===== src/rtl/uart_frame_pkg.sv =====
// rtl/uart_frame_pkg.sv - framing bytes, type codes and state encoding shared by the UART frame TX/RX
package uart_frame_pkg;

    // Start-of-frame marker "ST"
    localparam logic [7:0] ST_S  = 8'h53;
    localparam logic [7:0] ST_T  = 8'h54;

    // End-of-frame marker "END"
    localparam logic [7:0] END_E = 8'h45;
    localparam logic [7:0] END_N = 8'h4E;
    localparam logic [7:0] END_D = 8'h44;

    // Frame type codes understood by the receive-side flag logic
    localparam logic [7:0] TYPE_CLR = 8'h00;
    localparam logic [7:0] TYPE_SET = 8'h01;

    typedef enum logic [3:0] {
        FS_IDLE   = 4'd0,
        FS_STROBE = 4'd1,
        FS_WAIT   = 4'd2,
        FS_NEXT   = 4'd3
    } frame_state_e;

endpackage


===== src/rtl/uart_tx_frame.sv =====
// rtl/uart_tx_frame.sv - builds 'S','T',type,payload,'E','N','D' frames and feeds them to a byte-level uart_tx
//
// Ports:
//   i_Clk, i_Rst        clock, synchronous active-high reset
//   i_Send              one-cycle frame request (accepted only while idle)
//   i_Type, i_Payload   frame type byte and payload (MSB byte sent first), latched on accept
//   o_TX_DV, o_TX_Byte  byte strobe and data to uart_tx; byte held between strobes
//   i_TX_Done           per-byte completion pulse from uart_tx
//   o_Busy              frame in progress
//   o_Frame_Done        pulse when the final 'D' is acknowledged
//   o_Error             pulse when uart_tx fails to acknowledge within DONE_TIMEOUT clocks
//   o_Send_Drop         pulse when a request arrives while busy
//   o_State             current FSM state for debug
module uart_tx_frame
    import uart_frame_pkg::*;
#(
    parameter int PAYLOAD_BYTES = 4,
    parameter int DONE_TIMEOUT  = 65535
) (
    input  logic                       i_Clk,
    input  logic                       i_Rst,
    input  logic                       i_Send,
    input  logic [7:0]                 i_Type,
    input  logic [8*PAYLOAD_BYTES-1:0] i_Payload,
    output logic                       o_TX_DV,
    output logic [7:0]                 o_TX_Byte,
    input  logic                       i_TX_Done,
    output logic                       o_Busy,
    output logic                       o_Frame_Done,
    output logic                       o_Error,
    output logic                       o_Send_Drop,
    output logic [3:0]                 o_State
);

    localparam int FRAME_LEN = PAYLOAD_BYTES + 6;
    localparam int IDX_W     = $clog2(FRAME_LEN);
    localparam int CNT_W     = $clog2(DONE_TIMEOUT + 1);

    localparam logic [IDX_W-1:0] LAST_IDX     = IDX_W'(FRAME_LEN - 1);
    // The compare uses the pre-increment value, so the abort fires on the
    // DONE_TIMEOUT-th WAIT cycle.
    localparam logic [CNT_W-1:0] TIMEOUT_LAST = CNT_W'(DONE_TIMEOUT - 1);

    frame_state_e               state_q, state_d;
    logic [IDX_W-1:0]           idx_q, idx_d;
    logic [CNT_W-1:0]           cnt_q, cnt_d;
    logic [7:0]                 type_q, type_d;
    logic [8*PAYLOAD_BYTES-1:0] payload_q, payload_d;
    logic [7:0]                 tx_byte_q, tx_byte_d;
    logic                       tx_dv_q, tx_dv_d;
    logic                       busy_q, busy_d;
    logic                       frame_done_q, frame_done_d;
    logic                       error_q, error_d;
    logic                       drop_q, drop_d;

    logic [7:0]                 cur_byte;
    int                         k;

    // Byte selection for frame position idx_q
    always_comb begin
        cur_byte = 8'h00;
        k        = int'(idx_q);
        if (k == 0) begin
            cur_byte = ST_S;
        end else if (k == 1) begin
            cur_byte = ST_T;
        end else if (k == 2) begin
            cur_byte = type_q;
        end else if (k < 3 + PAYLOAD_BYTES) begin
            cur_byte = payload_q[8*(PAYLOAD_BYTES - 1 - (k - 3)) +: 8];
        end else if (k == FRAME_LEN - 3) begin
            cur_byte = END_E;
        end else if (k == FRAME_LEN - 2) begin
            cur_byte = END_N;
        end else begin
            cur_byte = END_D;
        end
    end

    always_comb begin
        state_d      = state_q;
        idx_d        = idx_q;
        cnt_d        = cnt_q;
        type_d       = type_q;
        payload_d    = payload_q;
        tx_byte_d    = tx_byte_q;
        tx_dv_d      = 1'b0;
        busy_d       = busy_q;
        frame_done_d = 1'b0;
        error_d      = 1'b0;
        // busy_q is high exactly when the FSM is outside IDLE
        drop_d       = i_Send & busy_q;

        unique case (state_q)
            FS_IDLE: begin
                if (i_Send) begin
                    type_d    = i_Type;
                    payload_d = i_Payload;
                    idx_d     = '0;
                    busy_d    = 1'b1;
                    state_d   = FS_STROBE;
                end
            end
            FS_STROBE: begin
                tx_dv_d   = 1'b1;
                tx_byte_d = cur_byte;
                cnt_d     = '0;
                state_d   = FS_WAIT;
            end
            FS_WAIT: begin
                cnt_d = cnt_q + 1'b1;
                // An acknowledge on the timeout cycle still counts
                if (i_TX_Done) begin
                    state_d = FS_NEXT;
                end else if (cnt_q == TIMEOUT_LAST) begin
                    error_d = 1'b1;
                    busy_d  = 1'b0;
                    state_d = FS_IDLE;
                end
            end
            FS_NEXT: begin
                if (idx_q == LAST_IDX) begin
                    frame_done_d = 1'b1;
                    busy_d       = 1'b0;
                    state_d      = FS_IDLE;
                end else begin
                    idx_d   = idx_q + 1'b1;
                    state_d = FS_STROBE;
                end
            end
            default: begin
                busy_d  = 1'b0;
                state_d = FS_IDLE;
            end
        endcase
    end

    always_ff @(posedge i_Clk) begin
        if (i_Rst) begin
            state_q      <= FS_IDLE;
            idx_q        <= '0;
            cnt_q        <= '0;
            type_q       <= 8'h00;
            payload_q    <= '0;
            tx_byte_q    <= 8'h00;
            tx_dv_q      <= 1'b0;
            busy_q       <= 1'b0;
            frame_done_q <= 1'b0;
            error_q      <= 1'b0;
            drop_q       <= 1'b0;
        end else begin
            state_q      <= state_d;
            idx_q        <= idx_d;
            cnt_q        <= cnt_d;
            type_q       <= type_d;
            payload_q    <= payload_d;
            tx_byte_q    <= tx_byte_d;
            tx_dv_q      <= tx_dv_d;
            busy_q       <= busy_d;
            frame_done_q <= frame_done_d;
            error_q      <= error_d;
            drop_q       <= drop_d;
        end
    end

    assign o_TX_DV      = tx_dv_q;
    assign o_TX_Byte    = tx_byte_q;
    assign o_Busy       = busy_q;
    assign o_Frame_Done = frame_done_q;
    assign o_Error      = error_q;
    assign o_Send_Drop  = drop_q;
    assign o_State      = state_q;

endmodule


===== config.mk =====
export PLATFORM = sky130hd
export DESIGN_NAME = uart_tx_frame
export DESIGN_NICKNAME = d
export VERILOG_FILES = /design/src/rtl/uart_frame_pkg.sv /design/src/rtl/uart_tx_frame.sv
export SDC_FILE = /design/constraint.sdc
export NUM_CORES = 1
export LEC_CHECK = 0
export ABC_CLOCK_PERIOD_IN_PS = 2400
export CAP_MARGIN = 40
export CELL_PAD_IN_SITES_DETAIL_PLACEMENT = 1
export CELL_PAD_IN_SITES_GLOBAL_PLACEMENT = 1
export CORE_MARGIN = 5
export CORE_UTILIZATION = 35
export CTS_CLUSTER_DIAMETER = 150
export DETAILED_ROUTE_END_ITERATION = 12
export PLACE_DENSITY = 0.84
export RECOVER_POWER = 100
export SETUP_SLACK_MARGIN = 0.3
export SLEW_MARGIN = 10
export SYNTH_ARGS = -nofsm -noshare
export SYNTH_HDL_FRONTEND = slang
export SYNTH_SLANG_ARGS = --single-unit

===== constraint.sdc =====
create_clock -name i_Clk -period 2.4 [get_ports i_Clk]
set_clock_uncertainty 0.2 [all_clocks]
set_input_delay 0.6 -clock i_Clk [delete_from_list [all_inputs] [get_ports i_Clk]]
set_output_delay 0.6 -clock i_Clk [all_outputs]
set_load 0.03 [all_outputs]

==> metrics <==
period utilisation layout=90.21%; CTS sink cnt=75; fraction of registers with async set/reset=0%; critical path's top delay family=flip-flops; Buf/Inv on CP=1; crit-path cells=inv_1 > ha_1 > mux4_2 > a211oi_1 > nor4_1; Syn Area/Cell=8.384 µm²; Starting Density=35.95%; most common flop cell mapped by yosys=dfxtp_1; startpoint types=register; core area=0.009819 mm²; WHS=259.5 ps; first-pass GRT wire length=16,560 µm; status=finished, final reports clean; Min Clock Period, post-route=2165 ps; CP arrival=2190 ps; most frequent cells after synthesis=nand2_1 (91), dfxtp_1 (75), a21oi_1 (58); clock-pin slew on the worst setup and hold paths=80 ps; vias in the first global route=3,373; Die Area=0.01219 mm²; Total GRT Usage=16.30%; final core utilization=45.13%; Setup CP Type=reg2reg; Hold Crit Class=reg2reg; Syn Inst Count=421; n_diodes=0; Leak=1.641 nW; Die H=110.4 µm; Slowest-stage cell, CP=dfxtp_1; Synth top area share=42.54%; CTS tree=done; WL met3=360 µm; CP endpoint kind=register; synthesized flop and latch total=75; Crit Path Max Fanout=8; Final Max Slew Viols=0; max_slew headroom=56.93%; Placed Area=0.004238 mm²; Critical Path Max Stage Delay=480 ps; CTS Buf Count=9; synthesized cell area=0.003530 mm²; dominant cell by count in the synthesized netlist=nand2_1; endpoints failing hold=0; Via density=5.182; pin count of the biggest net entering global routing=41; power per cell area=877.0 mW/mm²; unrepaired setup endpoints after global routing=yes; remaining antenna violation count=0; initial antenna violation count=0; peak supply drop=0.3483 mV; row count=36; Pre-antenna DRT Iters=4; worst slew pin tran=646.1 ps; CTS root buffer=clkbuf_8; layout cells sized above 1=10.19%; placed cells=596; leading post-synthesis cells by cell area=dfxtp_1 (43%), nand2_1 (9.7%), a21oi_1 (8.2%); GPL Wtd Cong=0.8644; DP Wirelength=7264 µm; Via Count=3,182; Yosys top cell by area=dfxtp_1; First DRT Iteration DRCs=117; count of final setup violators=0; Non-Filler Instances=614; met2 WL=4949 µm; DR top layer=met4; Area Overhead vs Synth=25.56%; worst-skew pair later-pin latency=340 ps; required time of the critical path=2420 ps; Nets=530; final WL=9962 µm; post-synthesis sequential area ratio=42.54%; # DRC=0; setup TNS=0 ps; max cap viols=0; H-tree depth=3; Post-synth EDFFs=0; GRT overflow=0; Yosys cell types=55; Die W=110.4 µm; Ports=61; wl on met1=4492 µm; YS warnings=0; Max Freq=461.9 MHz; port bufs=58; final instance area=0.004432 mm²; per-cell routed wire length=16.22 µm; maximum clock path buffer count=2
[repair_timing]
action	in CTS	in global routing
hold buffers	0	0
setup endpoints to repair	18	10
pin swaps	0	0
buffers inserted	0	2
resized for setup	16	4
[worst paths after layout]
check / cells past startpoint / slack, ps / from / endpoint
worst max-delay path: 5 / 230 / idx_q[1]$_SDFFE_PP0P_ / o_TX_Byte[1]$_SDFFE_PP0P_
worst min-delay path: 2 / 260 / payload_q[7]$_SDFFE_PP0P_ / payload_q[7]$_SDFFE_PP0P_
worst max register to register: 5 / 230 / idx_q[1]$_SDFFE_PP0P_ / o_TX_Byte[1]$_SDFFE_PP0P_
worst min register to register: 2 / 260 / payload_q[7]$_SDFFE_PP0P_ / payload_q[7]$_SDFFE_PP0P_
[final cells by class]
type                       instances  area [µm²]
fill                            1218        5388
multi-input combinational        309        1868
sequential                        75        1501
timing repair buffer              70       651.9
tap                              133       166.4
clock buffer                      10       137.6
clock inverter                     6       65.06
inverter                          11       41.29
[layer usage]
| layer | up-vias | global-route usage (%) |
|---|---|---|
| met5 | - | 0 |
| met4 | 0 | 5.008 |
| met3 | 14 | 4.048 |
| met2 | 66 | 28.03 |
| met1 | 1543 | 20.03 |
| li1 | 1559 | - |
[report_power, final]
group          internal (W)  total [W]  leakage (nW)  switching [W]
combinational      0.000515    0.00134         0.927       0.000825
sequential          0.00143    0.00155         0.612       0.000118
clock              0.000509   0.000998         0.102       0.000489
total               0.00245    0.00389          1.64        0.00143
[through the flow]
stage          worst slack [ps]  power [W]
6_report                  235.0   0.003887
5_1_grt                   144.8   0.004149
4_1_cts                   248.2   0.003912
3_5_place_dp              105.0   0.002945
3_3_place_gp              197.3   0.002883
2_1_floorplan             249.4   0.002472
[state kept, by name (all words and copies together), names as in the netlist]
| signal | cells |
|---|---|
| cnt_q | 16 |
| idx_q | 4 |
| o_Busy | 1 |
| o_Error | 1 |
| o_Frame_Done | 1 |
| o_Send_Drop | 1 |
| o_State | 2 |
| o_TX_Byte | 8 |
| o_TX_DV | 1 |
| payload_q | 32 |
| type_q | 8 |
[logic make-up (layout without fill, tap and decap cells)]
| group | Yosys count | after routing | synth area share [%] |
|---|---|---|---|
| AO/OA/AOI/OAI | 97 | 97 | 16.27 |
| XOR/XNOR | 11 | 11 | 2.729 |
| adder cells (fa/ha/maj) | 10 | 10 | 3.545 |
| buffers and inverters | 38 | 97 | 4.785 |
| flip-flops | 75 | 75 | 42.54 |
| multiplexers | 12 | 12 | 6.274 |
| other | 1 | 2 | 0.1062 |
| AND/OR/NAND/NOR | 177 | 177 | 23.75 |
[worst min-delay path: cells and delay by family, from the launching register on]
family	cells	cell delay, ps
AOI/OAI and AO/OA	1	50
DFF	1	310
and+or+nand+nor	1	50
[cells in the final DEF (no fill, tap or decap), types with 6 or more instances in the layout]
master / count
o21ai_0: 16
dfxtp_1: 75
nand4_1: 6
a21oi_1: 58
inv_1: 11
ha_1: 9
nor2_1: 29
nand2_1: 91
dlygate4sd2_1: 15
buf_4: 9
xor2_1: 6
clkdlybuf4s50_1: 41
mux4_2: 8
clkbuf_8: 10
nand3_1: 9
Note: power is estimated with default switching activity, not from simulation.
==> patch: new RTL, same settings <==
`payload_q` and `tx_byte_q` no longer have a reset.
--- a/src/rtl/uart_tx_frame.sv
+++ b/src/rtl/uart_tx_frame.sv
@@ -142,6 +142,4 @@
             cnt_q        <= '0;
             type_q       <= 8'h00;
-            payload_q    <= '0;
-            tx_byte_q    <= 8'h00;
             tx_dv_q      <= 1'b0;
             busy_q       <= 1'b0;
@@ -154,6 +152,4 @@
             cnt_q        <= cnt_d;
             type_q       <= type_d;
-            payload_q    <= payload_d;
-            tx_byte_q    <= tx_byte_d;
             tx_dv_q      <= tx_dv_d;
             busy_q       <= busy_d;
@@ -162,4 +158,9 @@
             drop_q       <= drop_d;
         end
+    end
+
+    always_ff @(posedge i_Clk) begin
+        payload_q <= payload_d;
+        tx_byte_q <= tx_byte_d;
     end
 
Check against the original RTL: differs if i_Rst is asserted again (counterexample within 4 cycles, from zero or initial values and one cycle with i_Rst high); with i_Rst held inactive, the same outputs for 10 cycles.
==> patch against the unedited design <==
- cell area fell by 1.3%
- via count fell by 22%
- total power rose by 11%
- non-clock buffer count rose by 8
- setup slack got worse by 0.038 ns
- sequential cell count did not move
- area after synthesis fell by 6.2%
- largest power group unchanged
- largest cell class is now flip-flops and latches
- routed wire length fell by 16%
- first-iteration DRC count rose by 89%
==> patch: results (changes against the unedited design) <==
- Post-cts resize count: 21 (+5)
- The number of filler instances in the final layout was 1,006 (-17%).
* Largest net degree at the start of global routing: 22 (-46%)
- Run status: finished, final reports clean
- The peak ir drop on the vdd network is 0.000674 V (+93%).
* Share of cell area taken by muxes after synthesis: 6.27% (about the same)
- The overall die area came to 11,500 um2 (-5.6%).
- The global routing usage summed across all routing layers was 14.6% (-1.8 points).
* Share of the synthesized netlist area taken by xor and xnor gates: 3.17% (+0.44 points)
- Via count of the first global-routing pass: 2,594 (-23%)
- The global-route wire length before repair was 13,000 um (-22%).
- Instance area at placement: 4110 um2 (-3.1%)
* CP peak stage delay: 0.39 ns (-0.09 ns)
- The adder-cell area share of the yosys netlist came to 3.78% (+0.23 points).
* Metal1 wirelength: 3420 um (-24%)
* Static leakage: 1.59 nW (-3.4%)
- Number of placed instances, taps included: 474 (-20%)
* Top post-synthesis cells by area: sky130_fd_sc_hd__edfxtp_1 36%, sky130_fd_sc_hd__dfxtp_1 21%, sky130_fd_sc_hd__mux4_2 4.8%
* Combinational cell power: 1.52 mW (+13%)
* Number of cells in the finished layout apart from fillers: 501 (-18%)
- Half-perimeter wire length of the detailed placement result: 5960 um (-18%)
- The count of plain and timing-repair buffers was 78 (+11%).
* Netlist cell types: 49 (-11%)
- Amount of wire on met3 after detailed routing: 402 um (+12%)
- Synthesized area per cell: 11.4 um2 (+36%)
* Slowest CP cell: sky130_fd_sc_hd__dfxtp_4
- The global-route track usage on met1 was 17.5% (-2.6 points).
- The multi-input logic area came to 1320 um2 (-29%).
- Inverter count of the layout excluding clock inverters: 13 (+2)
- The met3 routing resource usage after global routing is 3.30% (-0.75 points).
- The fraction of area in clock buffers and inverters is 4.89% (+0.32 points).
- The worst-margin pin slew is 0.625 ns (-0.0210 ns).
* Vias per inst: 4.93 (-4.8%)
* Final net count: 421 (-21%)
* DR iter-0 viols: 221 (+89%)
- The area fraction in compound gates after synthesis came to 10.7% (-5.6 points).
* Multi-input gate count: 190 (-39%)
- Overall power of the completed layout: 4.33 mW (+11%)
- EDFF count, synth: 40 (+40)
- Clk Latency, worst-skew pair: 0.36 ns (+0.02 ns)
* Net switching power figure: 1.54 mW (+7.4%)
- Post-CTS repair timing setup buffer count: 6 (+6)
* Highest fanout seen on the critical path: 6 (-2)
* Data arrival time of the critical path: 2.08 ns (-0.11 ns)
- Total of clock buffers placed in the layout: 9 (-1)
- Sequential Power Share: 40.6% (+0.8 points)
- Routed Wire Length: 8370 um (-16%)
- Sequential element share of the synthesized area: 57.4% (+15 points)
- Worst slack at placement: 0.176 ns (+0.0706 ns)
- The final core area utilization is 47.3% (+2.2 points).
-- patch: changes by cell type after synthesis, moves of 4 or more --
cell	unedited run	this run
sky130_fd_sc_hd__nand2_1	91	27
sky130_fd_sc_hd__dfxtp_1	75	35
sky130_fd_sc_hd__edfxtp_1	0	40
sky130_fd_sc_hd__a21oi_1	58	24
sky130_fd_sc_hd__clkbuf_1	19	10
sky130_fd_sc_hd__o21ai_0	13	8
sky130_fd_sc_hd__o21ai_1	4	0
-- patch: worst min-delay path: cells and delay by family (launching register included) --
family	cells	cell delay, ns
flip-flops	1	0.33
AND/OR/NAND/NOR	2	0.09
-- patch: worst paths after layout --
check	startpoint	to	slack, ns	depth (start not counted)
worst min-delay path	o_Busy	o_Send_Drop	0.26	2
worst max register to register	idx_q[1]	o_TX_Byte[1]	0.20	6
worst min register to register	o_Busy	o_Send_Drop	0.26	2
worst max-delay path	idx_q[1]	o_TX_Byte[1]	0.20	6
